**src/rtl/gray_pkg.sv**
```systemverilog
// Shared types and helpers for the Gray-code monitor: FSM state encoding and
// the Gray-to-binary decode used by gray_monitor.
package gray_pkg;

    localparam int DEF_GW = 3;

    typedef enum logic [1:0] {
        ST_IDLE  = 2'd0,
        ST_TRACK = 2'd1,
        ST_ERROR = 2'd2
    } state_t;

    // bin[i] is the XOR of g[w-1:i]; bits at or above w stay zero.
    function automatic logic [31:0] gray2bin(input logic [31:0] g, input int w);
        logic [31:0] b;
        logic        acc;
        b   = 32'd0;
        acc = 1'b0;
        for (int i = 31; i >= 0; i--) begin
            acc  = acc ^ (g[i] & (i < w));
            b[i] = acc;
        end
        return b;
    endfunction

endpackage

```
**src/rtl/gray_sync.sv**
```systemverilog
// Two-flop synchronizer for the Gray/Overflow inputs when they arrive from
// another clock domain.
module gray_sync #(
    parameter int W = 4
) (
    input  logic         Clk,
    input  logic         Reset,
    input  logic [W-1:0] d,
    output logic [W-1:0] q
);

    logic [W-1:0] meta_r;
    logic [W-1:0] sync_r;

    // Two-stage capture chain.
    always_ff @(posedge Clk or negedge Reset) begin
        if (!Reset) begin
            meta_r <= '0;
            sync_r <= '0;
        end else begin
            meta_r <= d;
            sync_r <= meta_r;
        end
    end

    assign q = sync_r;

endmodule

```
**src/rtl/gray_monitor.sv**
```systemverilog
// Checks a Gray-code counter stream for legal single-step increments and
// extends it with a wrap counter. Build option GRAY_SYNC_EN adds an input synchronizer.
module gray_monitor
    import gray_pkg::*;
#(
    parameter int GW    = 3,
    parameter int EXT_W = 8
) (
    input  logic                Clk,
    input  logic                Reset,
    input  logic                Valid,
    input  logic [GW-1:0]       Gray,
    input  logic                Overflow_in,
    input  logic                Clear,
    output logic [GW-1:0]       Bin,
    output logic [EXT_W+GW-1:0] Count,
    output logic                WrapPulse,
    output logic                ExtOvf,
    output logic                Error,
    output logic [1:0]          State
);

    localparam logic [GW-1:0] ONE  = GW'(1);
    localparam logic [GW-1:0] MAXV = '1;

    logic [GW-1:0] gray_s;
    logic          ovf_s;
    logic          valid_s;

`ifdef GRAY_SYNC_EN
    logic [GW:0] sync_s;

    gray_sync #(.W(GW + 1)) u_sync (
        .Clk   (Clk),
        .Reset (Reset),
        .d     ({Overflow_in, Gray}),
        .q     (sync_s)
    );

    assign gray_s  = sync_s[GW-1:0];
    assign ovf_s   = sync_s[GW];
    assign valid_s = 1'b1;
`else
    assign gray_s  = Gray;
    assign ovf_s   = Overflow_in;
    assign valid_s = Valid;
`endif

    state_t           state_r;
    logic [GW-1:0]    prev_r;
    logic             prev_ovf_r;
    logic [GW-1:0]    bin_r;
    logic [EXT_W-1:0] wrap_r;
    logic             wrap_pulse_r;
    logic             ext_ovf_r;
    logic             error_r;

    logic [31:0]   dec_full_s;
    logic [GW-1:0] diff_s;
    logic [GW-1:0] inc_s;
    logic          one_bit_s;
    logic          legal_s;
    logic          wrap_s;
    logic          ovf_rise_s;
    logic          bad_s;

    assign dec_full_s = gray2bin({{(32-GW){1'b0}}, gray_s}, GW);
    assign diff_s     = gray_s ^ prev_r;
    assign inc_s      = bin_r + ONE;
    assign one_bit_s  = (diff_s != '0) && ((diff_s & (diff_s - ONE)) == '0);
    assign legal_s    = one_bit_s && (dec_full_s == {{(32-GW){1'b0}}, inc_s});
    assign wrap_s     = legal_s && (bin_r == MAXV);
    // An upstream overflow edge is only expected on the very step that wraps.
    assign ovf_rise_s = ovf_s & ~prev_ovf_r;
    assign bad_s      = ((diff_s != '0) && !legal_s) || (ovf_rise_s && !wrap_s);

    // Tracking FSM with all outputs registered.
    always_ff @(posedge Clk or negedge Reset) begin
        if (!Reset) begin
            state_r      <= ST_IDLE;
            prev_r       <= '0;
            prev_ovf_r   <= 1'b0;
            bin_r        <= '0;
            wrap_r       <= '0;
            wrap_pulse_r <= 1'b0;
            ext_ovf_r    <= 1'b0;
            error_r      <= 1'b0;
        end else if (Clear) begin
            state_r      <= ST_IDLE;
            prev_r       <= '0;
            prev_ovf_r   <= 1'b0;
            bin_r        <= '0;
            wrap_r       <= '0;
            wrap_pulse_r <= 1'b0;
            ext_ovf_r    <= 1'b0;
            error_r      <= 1'b0;
        end else begin
            wrap_pulse_r <= 1'b0;
            case (state_r)
                ST_IDLE: begin
                    if (valid_s) begin
                        prev_r     <= gray_s;
                        bin_r      <= dec_full_s[GW-1:0];
                        prev_ovf_r <= ovf_s;
                        state_r    <= ST_TRACK;
                    end else begin
                        state_r    <= ST_IDLE;
                    end
                end
                ST_TRACK: begin
                    if (valid_s) begin
                        prev_ovf_r <= ovf_s;
                        if (bad_s) begin
                            error_r <= 1'b1;
                            state_r <= ST_ERROR;
                        end else if (legal_s) begin
                            prev_r <= gray_s;
                            bin_r  <= inc_s;
                            if (wrap_s) begin
                                wrap_r       <= wrap_r + {{(EXT_W-1){1'b0}}, 1'b1};
                                wrap_pulse_r <= 1'b1;
                                if (&wrap_r) begin
                                    ext_ovf_r <= 1'b1;
                                end else begin
                                    ext_ovf_r <= ext_ovf_r;
                                end
                            end else begin
                                wrap_r <= wrap_r;
                            end
                        end else begin
                            prev_r <= prev_r;
                        end
                    end else begin
                        state_r <= ST_TRACK;
                    end
                end
                ST_ERROR: begin
                    state_r <= ST_ERROR;
                end
                default: begin
                    state_r <= ST_IDLE;
                end
            endcase
        end
    end

    assign Bin       = bin_r;
    assign Count     = {wrap_r, bin_r};
    assign WrapPulse = wrap_pulse_r;
    assign ExtOvf    = ext_ovf_r;
    assign Error     = error_r;
    assign State     = state_r;

endmodule
```
**config.mk**
```make
export PLATFORM = sky130hd
export DESIGN_NAME = gray_monitor
export DESIGN_NICKNAME = d
export VERILOG_FILES = /design/src/rtl/gray_pkg.sv /design/src/rtl/gray_sync.sv /design/src/rtl/gray_monitor.sv
export SDC_FILE = /design/constraint.sdc
export NUM_CORES = 1
export LEC_CHECK = 0
export ABC_AREA = 1
export CORE_MARGIN = 2
export CORE_UTILIZATION = 35
export CTS_CLUSTER_DIAMETER = 30
export DETAILED_ROUTE_END_ITERATION = 10
export GPL_TIMING_DRIVEN = 0
export HOLD_SLACK_MARGIN = 0.02
export PLACE_DENSITY_LB_ADDON = 0.12
export REMOVE_ABC_BUFFERS = 1
export SETUP_SLACK_MARGIN = 0.3
export SLEW_MARGIN = 10
export SYNTH_ARGS = -nofsm -noshare
export SYNTH_HDL_FRONTEND = slang
export SYNTH_SLANG_ARGS = --single-unit
```
**constraint.sdc**
```tcl
create_clock -name Clk -period 3.8 [get_ports Clk]
set_input_delay 0.57 -clock Clk [delete_from_list [all_inputs] [get_ports Clk]]
set_output_delay 0.57 -clock Clk [all_outputs]
set_load 0.03 [all_outputs]
```
# Word-level counts from Yosys, hierarchy flattened

Cells that the tools add are included.

Register bits: 20
Bits of input ports: 8
Output and inout bits: 19
Word-level logic and storage cells: 96

$add $sub $neg: 3
Eq/ne operators: 10
Mux-type cells: 43
Bitwise gates (word level): 6
Reduce and logical (&&, ||, !) cells: 26

Operator list:

| cell                                                                | count |
|---|---|
| 8-bit 2-to-1 mux                                                    | 6 |
| 3-bit 2-to-1 mux                                                    | 10 |
| 1-bit 2-to-1 mux                                                    | 21 |
| 2-bit nonzero test                                                  | 7 |
| 3-bit inequality test (second input constant)                       | 4 |
| 3-bit one-hot mux with 2 select lines                               | 2 |
| 5-bit AND reduction                                                 | 2 |
| 8-bit by 1-bit adder with 8-bit output (second input constant)      | 1 |
| 8-bit AND reduction                                                 | 1 |
| 2-bit 2-to-1 mux                                                    | 3 |
| 2-bit one-hot mux with 3 select lines                               | 1 |
| 6-bit AND reduction                                                 | 1 |
| 3-bit nonzero test                                                  | 2 |
| 1-bit logical AND                                                   | 5 |
| 4-bit inequality test (second input constant)                       | 1 |
| 3-bit by 1-bit adder with 3-bit output (second input constant)      | 1 |
| 3-bit AND                                                           | 1 |
| 3-bit == test                                                       | 1 |
| 3-bit == test (second input constant)                               | 1 |
| 3-bit logical NOT                                                   | 1 |
| 3-bit AND reduction                                                 | 1 |
| 3-bit by 1-bit subtractor with 3-bit output (second input constant) | 1 |
| 3-bit XOR                                                           | 1 |
| 2-bit by 1-bit == test with 1-bit output (second input constant)    | 1 |
| 10 further kinds                                                    | 12 |

# Longest topological paths before layout

Gate-level depths: netlist of run 1.

Depth after elaboration: 14
Mapped depth: 14
Mapped depth without buffers: 14

# Worst setup path before layout of run 1

OpenSTA, ideal clock, no wires.

Path kind: register -> register
Start: reg bin_r[0] (netlist: Bin[0])
End: reg wrap_r[4]
Library setup time: 66 ps
Arrival time: 1908 ps
Data required time: 3734 ps
Path slack: 1826 ps
Stages on the path, launching flop included: 15
Buffers on the path: 0
Clock period less this slack: 1974 ps
Cell sequence: dfrtp_1 > ha_1 > ha_1 > inv_1 > nand2_1 > nand2_1 > inv_1 > nand2_1 > nor2_1 > nand2_1 > nor2_4 > nand3_4 > clkinv_2 > nand3b_1 > nand2_1

Word-level cells in the longest chain between the ends: 9
Elaborated cells on any way between the ends: 14
Classes of those cells: 1 x add/sub; 3 x eq/ne; 10 x reduce/logical

RTL lines:

| what                                   | RTL line            | RTL |
|---|---|---|
| start, declared                        | gray_monitor.sv:52  | `logic [GW-1:0] bin_r;` |
| start signal, assigned                 | gray_monitor.sv:103 | `bin_r <= dec_full_s[GW-1:0];` |
| start signal, assigned                 | gray_monitor.sv:118 | `bin_r <= inc_s;` |
| 3-bit by 1-bit adder with 3-bit output | gray_monitor.sv:69  | `assign inc_s = bin_r + ONE;` |
| 3-bit == test                          | gray_monitor.sv:71  | `assign legal_s = one_bit_s && (dec_full_s == {{(32-GW){1'b0}}, inc_s});` |
| 1-bit logical AND                      | gray_monitor.sv:71  |  |
| 1-bit logical AND                      | gray_monitor.sv:72  | `assign wrap_s = legal_s && (bin_r == MAXV);` |
| 1-bit logical NOT                      | gray_monitor.sv:75  | `assign bad_s = ((diff_s != '0) && !legal_s) \|\| (ovf_rise_s && !wrap_s);` |
| 1-bit logical AND                      | gray_monitor.sv:75  |  |
| 1-bit logical OR                       | gray_monitor.sv:75  |  |
| 2-bit inequality test (no source line) | --                  |  |
| 5-bit AND reduction (no source line) * | --                  |  |
| end signal, assigned                   | gray_monitor.sv:120 | `wrap_r <= wrap_r + {{(EXT_W-1){1'b0}}, 1'b1};` |
| end signal, assigned                   | gray_monitor.sv:128 | `wrap_r <= wrap_r;` |
| end, declared                          | gray_monitor.sv:53  | `logic [EXT_W-1:0] wrap_r;` |

Mark *: on every way between the ends. The rest lies on a longest branch, timed or not.
A chain may end at the register's enable or synchronous reset.

# Worst setup path after layout of run 1

Start: in Clear
End: reg bin_r[2] (netlist: Bin[2])

Word-level cells in the longest chain between the ends: 2
Elaborated cells on any way between the ends: 7
Classes of those cells: 4 x eq/ne; 1 x mux; 2 x reduce/logical

RTL lines:

| what                                                                                | RTL line           | RTL |
|---|---|---|
| start, declared                                                                     | gray_monitor.sv:14 | `input logic Clear,` |
| 3-bit inequality test (no source line) / 3-bit nonzero test (equally long branches) | --                 |  |
| 5-bit AND reduction (no source line)                                                | --                 |  |

Several ways; a longest one is shown, not always the timed one.

==> reports/summary.md, run 1 <==
- **result of the run** finished, final reports clean
- **clock period minus final worst setup slack** 2.36 ns
- **arrival time reported for the critical path endpoint** 2.50 ns
- **height of the die** 65.1 um
- **post-synthesis average cell area** 7.06 um^2
- **sequential area share after synthesis** 38.3%
- **post-synthesis cell type count** 22
- **gate count after technology mapping** 185
- **Static Leak** 0.845 nW
- **antenna viol nets, final** 0
- **required time at the worst-slack endpoint** 3.94 ns
- **layout cell share with drive strength beyond 1** 7.62%
- **final weighted congestion in routability-driven placement** 0.764
- **Die X-Extent** 65.1 um
- **area enclosed by the die boundary** 4240 um^2
- **via count of the first global-routing pass** 1122
- **met1 usage** 19.3%
- **cells resized by post-CTS repair** 0
- **Post-layout nets** 223
- **Reg clk slew, reported paths** 0.07 ns
- **maximum fanout along the worst path** 19
- **initial antenna violation count** 0
- **capturing element type of the critical path** flop
- **Most Used Layer, Global Route** met2
- **number of design rule violations left after detail routing** 0
- **CTS Buf Count** 3
- **fin util** 45.1%
- **remaining global-route overflow** 0
- **clock latency reported for the late side of the worst-skew pair** 0.26 ns
- **worst setup slack for register-to-register paths** 1.71 ns
- **Synth Register Bits** 20
- **total core area** 3630 um^2
- **DR iter-0 viols** 37
- **pwr/cell area** 322 nW/um^2
- **final max-slew violation count** 0
- **total of max-cap violations** 0
- **Reg2Reg Depth** 14
- **number of vias per cell** 4.69
- **launching instance or port of the critical path** Clear
- **# diodes** 0
- **crit path to** Bin[2]
- **clock tree from TritonCTS** done
- **critical path type** in -> reg
- **first-pass GRT wire length** 4930 um
- **half-perimeter wire length of the detailed placement result** 2240 um
- **reg-to-reg startpoint** Bin[0]
- **met3 GRT Util** 2.23%
- **overall routing resource usage** 15.0%
- **reg-to-reg endpoint** wrap_r[6]
- **count of input and output buffers** 26
- **Max Freq** 0.425 GHz
- **Total Negative Setup Slacks** 0 ns
- **Slew @ Worst Pin** 0.930 ns
- **Placed Cells incl. Taps** 255
- **Final period util** 62.0%
- **category of the worst setup path launch point** input pin
- **Clock Sink Count** 20
- **number of H-tree levels** 1
- **layout overhead on the synthesized area** 25.6%
- **total via count after detailed routing** 1209
- **worst slew margin relative to its limit** 37.8%
- **worst slack at placement** 1.20 ns
- **hold bufs inserted after CTS** 0
- **largest net degree at the start of global routing** 21
- **Row Count** 22
- **total setup buffers inserted after CTS** 0
- **class of the tightest hold or removal check** reg -> reg
- **mean routed wirelength per cell** 11.4 um
- **worst vdd ir** 0.000148 V
- **Final Hold Vio Count** 0
- **largest clock skew in the final design** 0.00367 ns
- **number of cells in the finished layout apart from fillers** 258
- **smallest setup slack after layout** 1.44 ns
- **synthesis warning total** 0
- **total detailed-routing wirelength** 2930 um
- **met2 usage in global routing** 25.4%
- **Min-Delay Path Depth** 2
- **maximum buffer depth of the clock tree** 2
- **unrepaired setup endpoints after global routing** no
- **initial standard-cell utilization of the core** 36.0%
- **setup violators final** 0
- **mapped cell area** 1310 um^2
- **router iterations before antenna repair** 4
- **total I/O pin count** 27
- **root buffer selected by CTS** clkbuf_8
==> power by group <==
group	switching (mW)	internal, mW	total (mW)
logic	0.0976	0.0571	0.155
clock network	0.0684	0.0706	0.139
registers	0.0118	0.224	0.235
==> worst min-delay path by stage <==
stage               startpoint      to  slack, ns
global placement         Error   Error       0.47
finish                   Error   Error       0.49
global route             Error   Error       0.53
detailed placement       Error   Error       0.48
floorplan                Reset  Bin[0]       0.27
CTS                      Error   Error       0.50
==> cell type report <==
type	count	area, um^2
Clock buffer	3	41.3
Fill cell	397	1990
Inverter	24	91.3
Multi-Input combinational cell	137	687
Sequential cell	20	500
Tap cell	48	60.1
Timing Repair Buffer	26	260
==> kinds of logic (layout without fill, tap and decap cells) <==
| kind of cell | count (synthesis) | count (layout) | synth area share [%] |
|---|---|---|---|
| xor gates and xnor gates | 6 | 6 | 4.02 |
| DFF | 20 | 20 | 38.3 |
| buffers and inverters | 28 | 53 | 9.10 |
| and+or+nand+nor | 120 | 120 | 42.2 |
| adders and majority gates | 3 | 3 | 2.87 |
| AOI/OAI and AO/OA | 8 | 8 | 3.45 |
==> layer usage <==
| metal | up-vias | routed length [um] | part of all wire [%] |
|---|---|---|---|
| li1 | 632 | - | - |
| met2 | 15 | 1470 | 50 |
| met4 | 0 | 23 | 0.78 |
| met3 | 2 | 70 | 2.4 |
| met5 | - | 0 | 0 |
| met1 | 560 | 1370 | 47 |
==> cells in the mapped netlist <==
library cell / n / share of area [%]
a21oi_1: 2 / 0.77
buf_2: 1 / 0.38
buf_4: 3 / 1.7
clkinv_1: 1 / 0.29
clkinv_2: 1 / 0.38
dfrtp_1: 20 / 38
ha_1: 3 / 2.9
inv_1: 20 / 5.7
inv_2: 2 / 0.57
nand2_1: 66 / 19
nand2_2: 7 / 3.4
nand3_1: 25 / 9.6
nand3_4: 1 / 1.3
nand3b_1: 5 / 2.9
nand4_1: 1 / 0.48
nor2_1: 11 / 3.2
nor2_4: 2 / 1.7
nor3_1: 2 / 0.77
o211ai_1: 1 / 0.57
o21ai_0: 3 / 1.1
o22ai_1: 2 / 0.96
xor2_1: 6 / 4.0
==> metrics by stage <==
step	hold slack (ns)	total power, mW	area, um^2
global route	0.529	0.564	1640
floorplan	0.274	0.338	1280
CTS	0.498	0.536	1640
finish	0.490	0.529	1640
detailed placement	0.481	0.395	1600
global placement	0.468	0.393	1600
==> cells in the final DEF (no fill, tap or decap) <==
cell,count
nand4_1,1
clkbuf_8,3
nand3b_1,5
nand3_1,25
clkdlybuf4s50_1,26
inv_2,2
o211ai_1,1
nand2_1,66
o21ai_0,3
nand2_2,7
nor2_1,11
nand3_4,1
a21oi_1,2
nor2_4,2
clkinv_2,1
inv_1,20
nor3_1,2
dfrtp_1,20
xor2_1,6
ha_1,3
o22ai_1,2
clkinv_1,1
==> critical path, cell delays in order <==
cell and delay [ns]:
clkdlybuf4s50_1 0.72, clkinv_1 0.55, nand2_1 0.36, nand2_2 0.15, nand2_1 0.08, nand2_1 0.06
==> sequential cells by signal (all words and copies together), names as in the netlist <==
name        flops
Bin             3
Error           1
ExtOvf          1
State           2
WrapPulse       1
prev_ovf_r      1
prev_r          3
wrap_r          8
Note: power is estimated with default switching activity, not from simulation.
==> run 2: changes to the inputs <==
==> constraint.sdc (replaced) <==
create_clock -name Clk -period 2.2 [get_ports Clk]
set_input_delay 0.33 -clock Clk [delete_from_list [all_inputs] [get_ports Clk]]
set_output_delay 0.33 -clock Clk [all_outputs]
set_load 0.03 [all_outputs]
==> run 2 against run 1 <==
Compared with the run above: cell count up 2.7%; clock skew decreased by 0.00077 ns; core utilization rose by 4.0 points; global-route usage is 0.99 points higher; critical path type is now reg -> reg; critical endpoint is now wrap_r[4].
==> reports/summary.md, run 2 (synthesized netlist as in run 1, its figures left out) <==
- **result of the run** finished, final reports clean
- **most common cell after layout, fill and taps aside** nand2_1
- **maximum buffer depth of the clock tree** 2, unchanged
- **capturing element type of the critical path** flop
- **category of the worst setup path launch point** flop
- **largest net degree at the start of global routing** 21, unchanged
- **final max-slew violation count** 0, unchanged
- **layout cell share with drive strength beyond 1** 20.3%, +13 points
- **Cell Int Power** 637 uW, +81%
- **via count of the first global-routing pass** 1155, +2.9%
- **Die X-Extent** 65.1 um, unchanged
- **Static Leak** 0.907 nW, +7.2%
- **part of the total power dissipated in sequential elements** 41.8%, -2.7 points
- **Switch Pwr** 336 uW, +89%
- **Clock Sink Count** 20, unchanged
- **Total Negative Setup Slacks** 0 ns, unchanged
- **remaining global-route overflow** 0, unchanged
- **Logic pwr share** 33.5%, +4.3 points
- **root buffer selected by CTS** clkbuf_8
- **final weighted congestion in routability-driven placement** 0.764, unchanged
- **total via count after detailed routing** 1274, +5.4%
- **largest clock skew in the final design** 0.00290 ns, -0.000771 ns
- **setup violators final** 0, unchanged
- **library cell appearing most often on the critical path** nand2_2
- **CTS Buf Count** 3, unchanged
- **Reg clk slew, reported paths** 0.07 ns, about the same
- **first-pass GRT wire length** 5250 um, +6.4%
- **Row Count** 22, unchanged
- **total of max-cap violations** 0, unchanged
- **Largest register FFs** 8, unchanged
- **post-place instance area** 1600 um^2, unchanged
- **arrival time reported for the critical path endpoint** 2.15 ns, -0.35 ns
- **initial standard-cell utilization of the core** 36.0%, unchanged
- **antenna viol nets, final** 0, unchanged
- **total core area** 3630 um^2, unchanged
- **Most flops, register** wrap_r
- **Final Hold Vio Count** 0, unchanged
- **total detailed-routing wirelength** 3200 um, +9.0%
- **pwr/cell area** 545 nW/um^2, +69%
- **number of H-tree levels** 1, unchanged
- **overall routing resource usage** 16.0%, +0.99 points
- **critical path type** reg -> reg
- **worst slew margin relative to its limit** 37.0%, -0.80 points
- **total I/O pin count** 27, unchanged
- **switching power as a share of total power** 34.5%, +0.91 points
- **count of input and output buffers** 26, unchanged
- **Max Freq** 0.512 GHz
- **hold bufs inserted after CTS** 0, unchanged
- **clock latency reported for the late side of the worst-skew pair** 0.25 ns, about the same
- **router iterations before antenna repair** 4, unchanged
- **initial antenna violation count** 0, unchanged
- **share of power burned in the clock network** 24.7%, -1.6 points
- **worst vdd ir** 0.000240 V, +62%
- **Post-layout nets** 230, +3.1%
- **ordered cell list for the critical path** ha_4 > ha_4 > inv_2 > nand2_2 > nand2_2 > inv_2 > nand2_1 > nor2_1 > nand2_2 > nor2_4 > nand3_4 > clkinv_4 > nand3b_1 > nand2_1
- **layout overhead on the synthesized area** 36.6%
- **Final period util** 88.9%
- **mean routed wirelength per cell** 12.1 um, +6.1%
- **DR iter-0 viols** 36, -2.7%
- **maximum fanout along the worst path** 6, -13
- **highest-count cells in the layout ignoring fill and taps** 56 x nand2_1, 24 x nand3_1, 23 x clkdlybuf4s50_1, 19 x dfrtp_1, 18 x inv_1
- **slowest cell on the critical path** dfrtp_2
- **cell family contributing the most delay on the critical path** simple AND/OR/NAND/NOR gates
- **clock period minus final worst setup slack** 1.95 ns
- **Post-Layout Inst Area** 1780 um^2, +8.8%
- **unrepaired setup endpoints after global routing** yes
- **required time at the worst-slack endpoint** 2.40 ns, -1.54 ns
- **Slew @ Worst Pin** 0.942 ns, +0.0120 ns
- **number of vias per cell** 4.81, +2.6%
- **Filler Cells Inserted** 376, -5.3%
- **clock tree from TritonCTS** done
- **class of the tightest hold or removal check** in -> reg
- **slowest stage delay, CP** 0.43 ns, -0.29 ns
- **half-perimeter wire length of the detailed placement result** 2240 um, unchanged
- **# diodes** 0, unchanged
- **height of the die** 65.1 um, unchanged
- **number of design rule violations left after detail routing** 0, unchanged
- **number of buffers and inverters on the critical path** 3, +1
- **area enclosed by the die boundary** 4240 um^2, unchanged
[run 2: layer usage]
metal	track usage [%]	vias to the layer above	routed length, um
li1	-	651	-
met1	20.8	604	1450
met2	27.2	15	1630
met3	2.23	4	76
met4	5.73	0	34
met5	0	-	0
[run 2: worst register-to-register path, stage by stage, from the launching register on]
cell and delay, ns:
dfrtp_2 0.43, ha_4 0.17, ha_4 0.26, inv_2 0.03
nand2_2 0.04, nand2_2 0.07, inv_2 0.04, nand2_1 0.04
nor2_1 0.11, nand2_2 0.09, nor2_4 0.19, nand3_4 0.16
clkinv_4 0.10, nand3b_1 0.07, nand2_1 0.08
[run 2: path summary, 6_finish.rpt]
| kind | from | end | slack, ns | cells after the start |
|---|---|---|---|---|
| max in group asynchronous | Reset | Bin[0] | 0.97 | 1 |
| worst min-delay path | Gray[0] | prev_r[0] | 0.44 | 3 |
| min in group asynchronous | Reset | wrap_r[1] | 0.60 | 1 |
| worst max-delay path | Bin[0] | wrap_r[4] | 0.25 | 14 |
| worst max register to register | Bin[0] | wrap_r[4] | 0.25 | 14 |
| worst min register to register | Error | Error | 0.49 | 2 |
[run 2: timing repair]
| item | in CTS | in global routing |
|---|---|---|
| pin swaps | 10 | 11 |
| gates resized for setup | 7 | 22 |
| setup buffers | 3 | 3 |
| endpoints found under the setup margin | 20 | 19 |
| gates cloned | 1 | 0 |
[run 2: power by group through the flow]
stage	clock network (mW)	registers [mW]	logic, mW
final	0.240	0.407	0.326
after global routing	0.264	0.410	0.359
after CTS	0.249	0.405	0.299
after detailed placement	0	0.414	0.269
after global placement	0	0.412	0.268
after floorplan	0	0.452	0.132
[run 2: layout make-up]
cell class | count | area [um^2] | area share [%]
inverters | 24 | 97.6 | 5.47
repair buffers | 32 | 313 | 17.5
flip-flops and latches | 20 | 502 | 28.1
well taps | 48 | 60.1 | 3.37
multi-input cells | 138 | 771 | 43.2
clock buffers | 3 | 41.3 | 2.31
[run 2: stage by stage]
| stage | cells | utilization [%] | hold slack (ns) | setup slack, ns | total power [mW] |
|---|---|---|---|---|---|
| after floorplan | 181 | - | 0.0344 | 0.0672 | 0.583 |
| after global placement | 255 | 44.0 | 0.468 | -0.148 | 0.680 |
| after detailed placement | 255 | 44.0 | 0.481 | -0.161 | 0.683 |
| after CTS | 262 | 46.9 | 0.498 | 0.224 | 0.953 |
| after global routing | 265 | 49.1 | 0.473 | 0.133 | 1.03 |
| final | 265 | 49.1 | 0.442 | 0.245 | 0.973 |
==> run 3: changes to the inputs <==
--- a/config.mk
+++ b/config.mk
@@ -6,7 +6,7 @@
 export NUM_CORES = 1
 export LEC_CHECK = 0
 export ABC_AREA = 1
-export CORE_MARGIN = 2
+export CORE_MARGIN = 4
 export CORE_UTILIZATION = 35
 export CTS_CLUSTER_DIAMETER = 30
 export DETAILED_ROUTE_END_ITERATION = 10
==> run 3 against run 2 <==
Compared with the run above: cell area grew 0.35%; combinational power shrank 2%; clock power grew 53%; critical path depth is the same; sequential share of layout area shrank 0.098 points; global-route usage shrank 1.9 points.
==> reports/summary.md, run 3 (synthesized netlist as in run 1, its figures left out) <==
- **Clock Sink Count** 20, unchanged
- **total I/O pin count** 27, unchanged
- **smallest setup slack after layout** 0.291 ns, +0.0458 ns
- **Post-layout nets** 231, +0.43%
- **largest clock skew in the final design** 0.00427 ns, +0.00137 ns
- **worst slew margin relative to its limit** 38.6%, +1.6 points
- **category of the worst setup path launch point** flop
- **required time at the worst-slack endpoint** 2.40 ns, about the same
- **number of cells in the finished layout apart from fillers** 265, unchanged
- **worst slack at placement** -0.0967 ns, +0.0643 ns
- **total via count after detailed routing** 1260, -1.1%
- **Die X-Extent** 69.1 um, +6.1%
- **antenna viol nets, final** 0, unchanged
- **root buffer selected by CTS** clkbuf_8
- **critical path type** reg -> reg
- **reg-to-reg endpoint** wrap_r[0]
- **number of H-tree levels** 1, unchanged
- **remaining global-route overflow** 0, unchanged
- **number of vias per cell** 4.75, -1.1%
- **capturing element type of the critical path** flop
- **share of power burned in the clock network** 33.6%, +8.9 points
- **Final period util** 86.8%, -2.1 points
- **largest net degree at the start of global routing** 21, unchanged
- **layout overhead on the synthesized area** 37.1%
- **clock period minus final worst setup slack** 1.91 ns, -0.0458 ns
- **initial antenna violation count** 0, unchanged
- **setup violators final** 0, unchanged
- **worst min-delay path startpoint** Error
- **clock latency reported for the late side of the worst-skew pair** 0.26 ns, about the same
- **result of the run** finished, final reports clean
- **total of max-cap violations** 0, unchanged
- **fin util** 51.6%, +2.5 points
- **total detailed-routing wirelength** 3190 um, -0.22%
- **DR iter-0 viols** 57, +58%
- **half-perimeter wire length of the detailed placement result** 2360 um, +5.4%
- **maximum buffer depth of the clock tree** 2, unchanged
- **Reg clk slew, reported paths** 0.08 ns, about the same
- **highest-count cells in the layout ignoring fill and taps** 62 x nand2_1, 25 x clkdlybuf4s50_1, 24 x nand3_1, 19 x dfrtp_1, 18 x inv_1
- **most common cell after layout, fill and taps aside** nand2_1
- **Placed Cells incl. Taps** 253, -0.78%
- **area enclosed by the die boundary** 4770 um^2, +13%
- **worst setup slack for register-to-register paths** 0.29 ns, +0.05 ns
- **Min-Delay Path Depth** 2, -1
- **Final Hold Vio Count** 0, unchanged
- **Static Leak** 0.902 nW, -0.50%
- **final weighted congestion in routability-driven placement** 0.807, +5.6%
- **unrepaired setup endpoints after global routing** yes
- **total core area** 3470 um^2, -4.5%
- **height of the die** 69.1 um, +6.1%
- **endpoint of the worst hold-timing path** Error
- **reg-to-reg startpoint** Bin[0]
- **Row Count** 21, -4.5%
- **first-pass GRT wire length** 5640 um, +7.5%
- **Cell Int Power** 757 uW, +19%
- **pwr/cell area** 609 nW/um^2, +12%
- **class of the tightest hold or removal check** reg -> reg
- **router iterations before antenna repair** 4, unchanged
- **layout cell share with drive strength beyond 1** 16.9%, -3.4 points
- **mean routed wirelength per cell** 12.0 um, -0.22%
- **Reg2Reg Depth** 14, unchanged
- **clock tree from TritonCTS** done
- **Switch Pwr** 334 uW, -0.46%
- **maximum fanout along the worst path** 5, -1
- **# diodes** 0, unchanged
- **count of input and output buffers** 26, unchanged
- **final max-slew violation count** 0, unchanged
- **part of the total power dissipated in sequential elements** 37.2%, -4.6 points
- **Slew @ Worst Pin** 0.918 ns, -0.0233 ns
- **Logic pwr share** 29.2%, -4.3 points
- **initial standard-cell utilization of the core** 37.7%, +1.7 points
- **Total Negative Setup Slacks** 0 ns, unchanged
- **via count of the first global-routing pass** 1235, +6.9%
- **number of design rule violations left after detail routing** 0, unchanged
- **arrival time reported for the critical path endpoint** 2.11 ns, -0.04 ns
- **switching power as a share of total power** 30.6%, -3.9 points
- **Largest register FFs** 8, unchanged
- **Most flops, register** wrap_r
- **Max Freq** 0.524 GHz, +2.4%
- **worst vdd ir** 0.000313 V, +30%
- **overall routing resource usage** 14.1%, -1.9 points
- **CTS Buf Count** 3, unchanged
run 3: area by class of cell:
cell class                 count  area (um^2)
clock buffer                   3         41.3
clock inverter                 1         30.0
fill                         360         1680
inverter                      24         96.3
multi-input combinational    138          744
sequential                    20          502
tap                           46         57.6
timing repair buffer          33          319
run 3: through the flow:
| stage | power (mW) | cell area (um^2) | hold slack [ns] |
|---|---|---|---|
| global placement | 0.678 | 1600 | 0.469 |
| floorplan | 0.583 | 1280 | 0.0344 |
| CTS | 1.09 | 1740 | 0.499 |
| finish | 1.09 | 1790 | 0.488 |
| global route | 1.17 | 1790 | 0.542 |
| detailed placement | 0.683 | 1600 | 0.478 |
run 3: how the worst max path moves through the flow:
stage                     startpoint   endpoint  slack, ns  depth (start not counted)
final                         Bin[0]  wrap_r[0]       0.29                         14
after global routing          Bin[0]  wrap_r[3]       0.20                         14
after CTS                     Bin[0]  wrap_r[0]       0.22                         14
after detailed placement       Clear  prev_r[2]       -0.1                          6
after global placement         Clear     Bin[2]      -0.11                          6
after floorplan               Bin[0]  wrap_r[6]       0.07                         14
run 3: routing by layer:
metal / vias to the layer above / track usage [%] / part of all wire (%)
li1: 656 / - / -
met1: 576 / 18.1 / 47
met2: 24 / 23.6 / 47
met3: 4 / 3.92 / 4.8
met4: 0 / 2.60 / 1.1
met5: - / 0 / 0
run 3: timing repair:
action                                  in CTS  in global routing
cloned                                       1                  0
resized for setup                            9                  8
endpoints found under the setup margin      19                 19
pin swaps                                   10                 10
setup buffers                                3                  4
hold buffers                                 0                  0
run 3: critical path: stages (launching register included):
cell and delay (ns):
dfrtp_2 0.43, ha_4 0.17, ha_4 0.26, inv_2 0.03
nand2_2 0.05, nand2_2 0.06, inv_2 0.05, nand2_2 0.04
nor2_2 0.09, nand2_2 0.09, nor2_4 0.15, nand3_4 0.15
nor2_4 0.15, nand2_1 0.07, nand2_1 0.05
run 3: power by group through the flow:
stage	clock (mW)	combinational, mW	sequential [mW]
floorplan	0	0.132	0.452
global placement	0	0.265	0.413
detailed placement	0	0.267	0.416
CTS	0.381	0.304	0.406
global route	0.403	0.355	0.408
finish	0.367	0.318	0.406
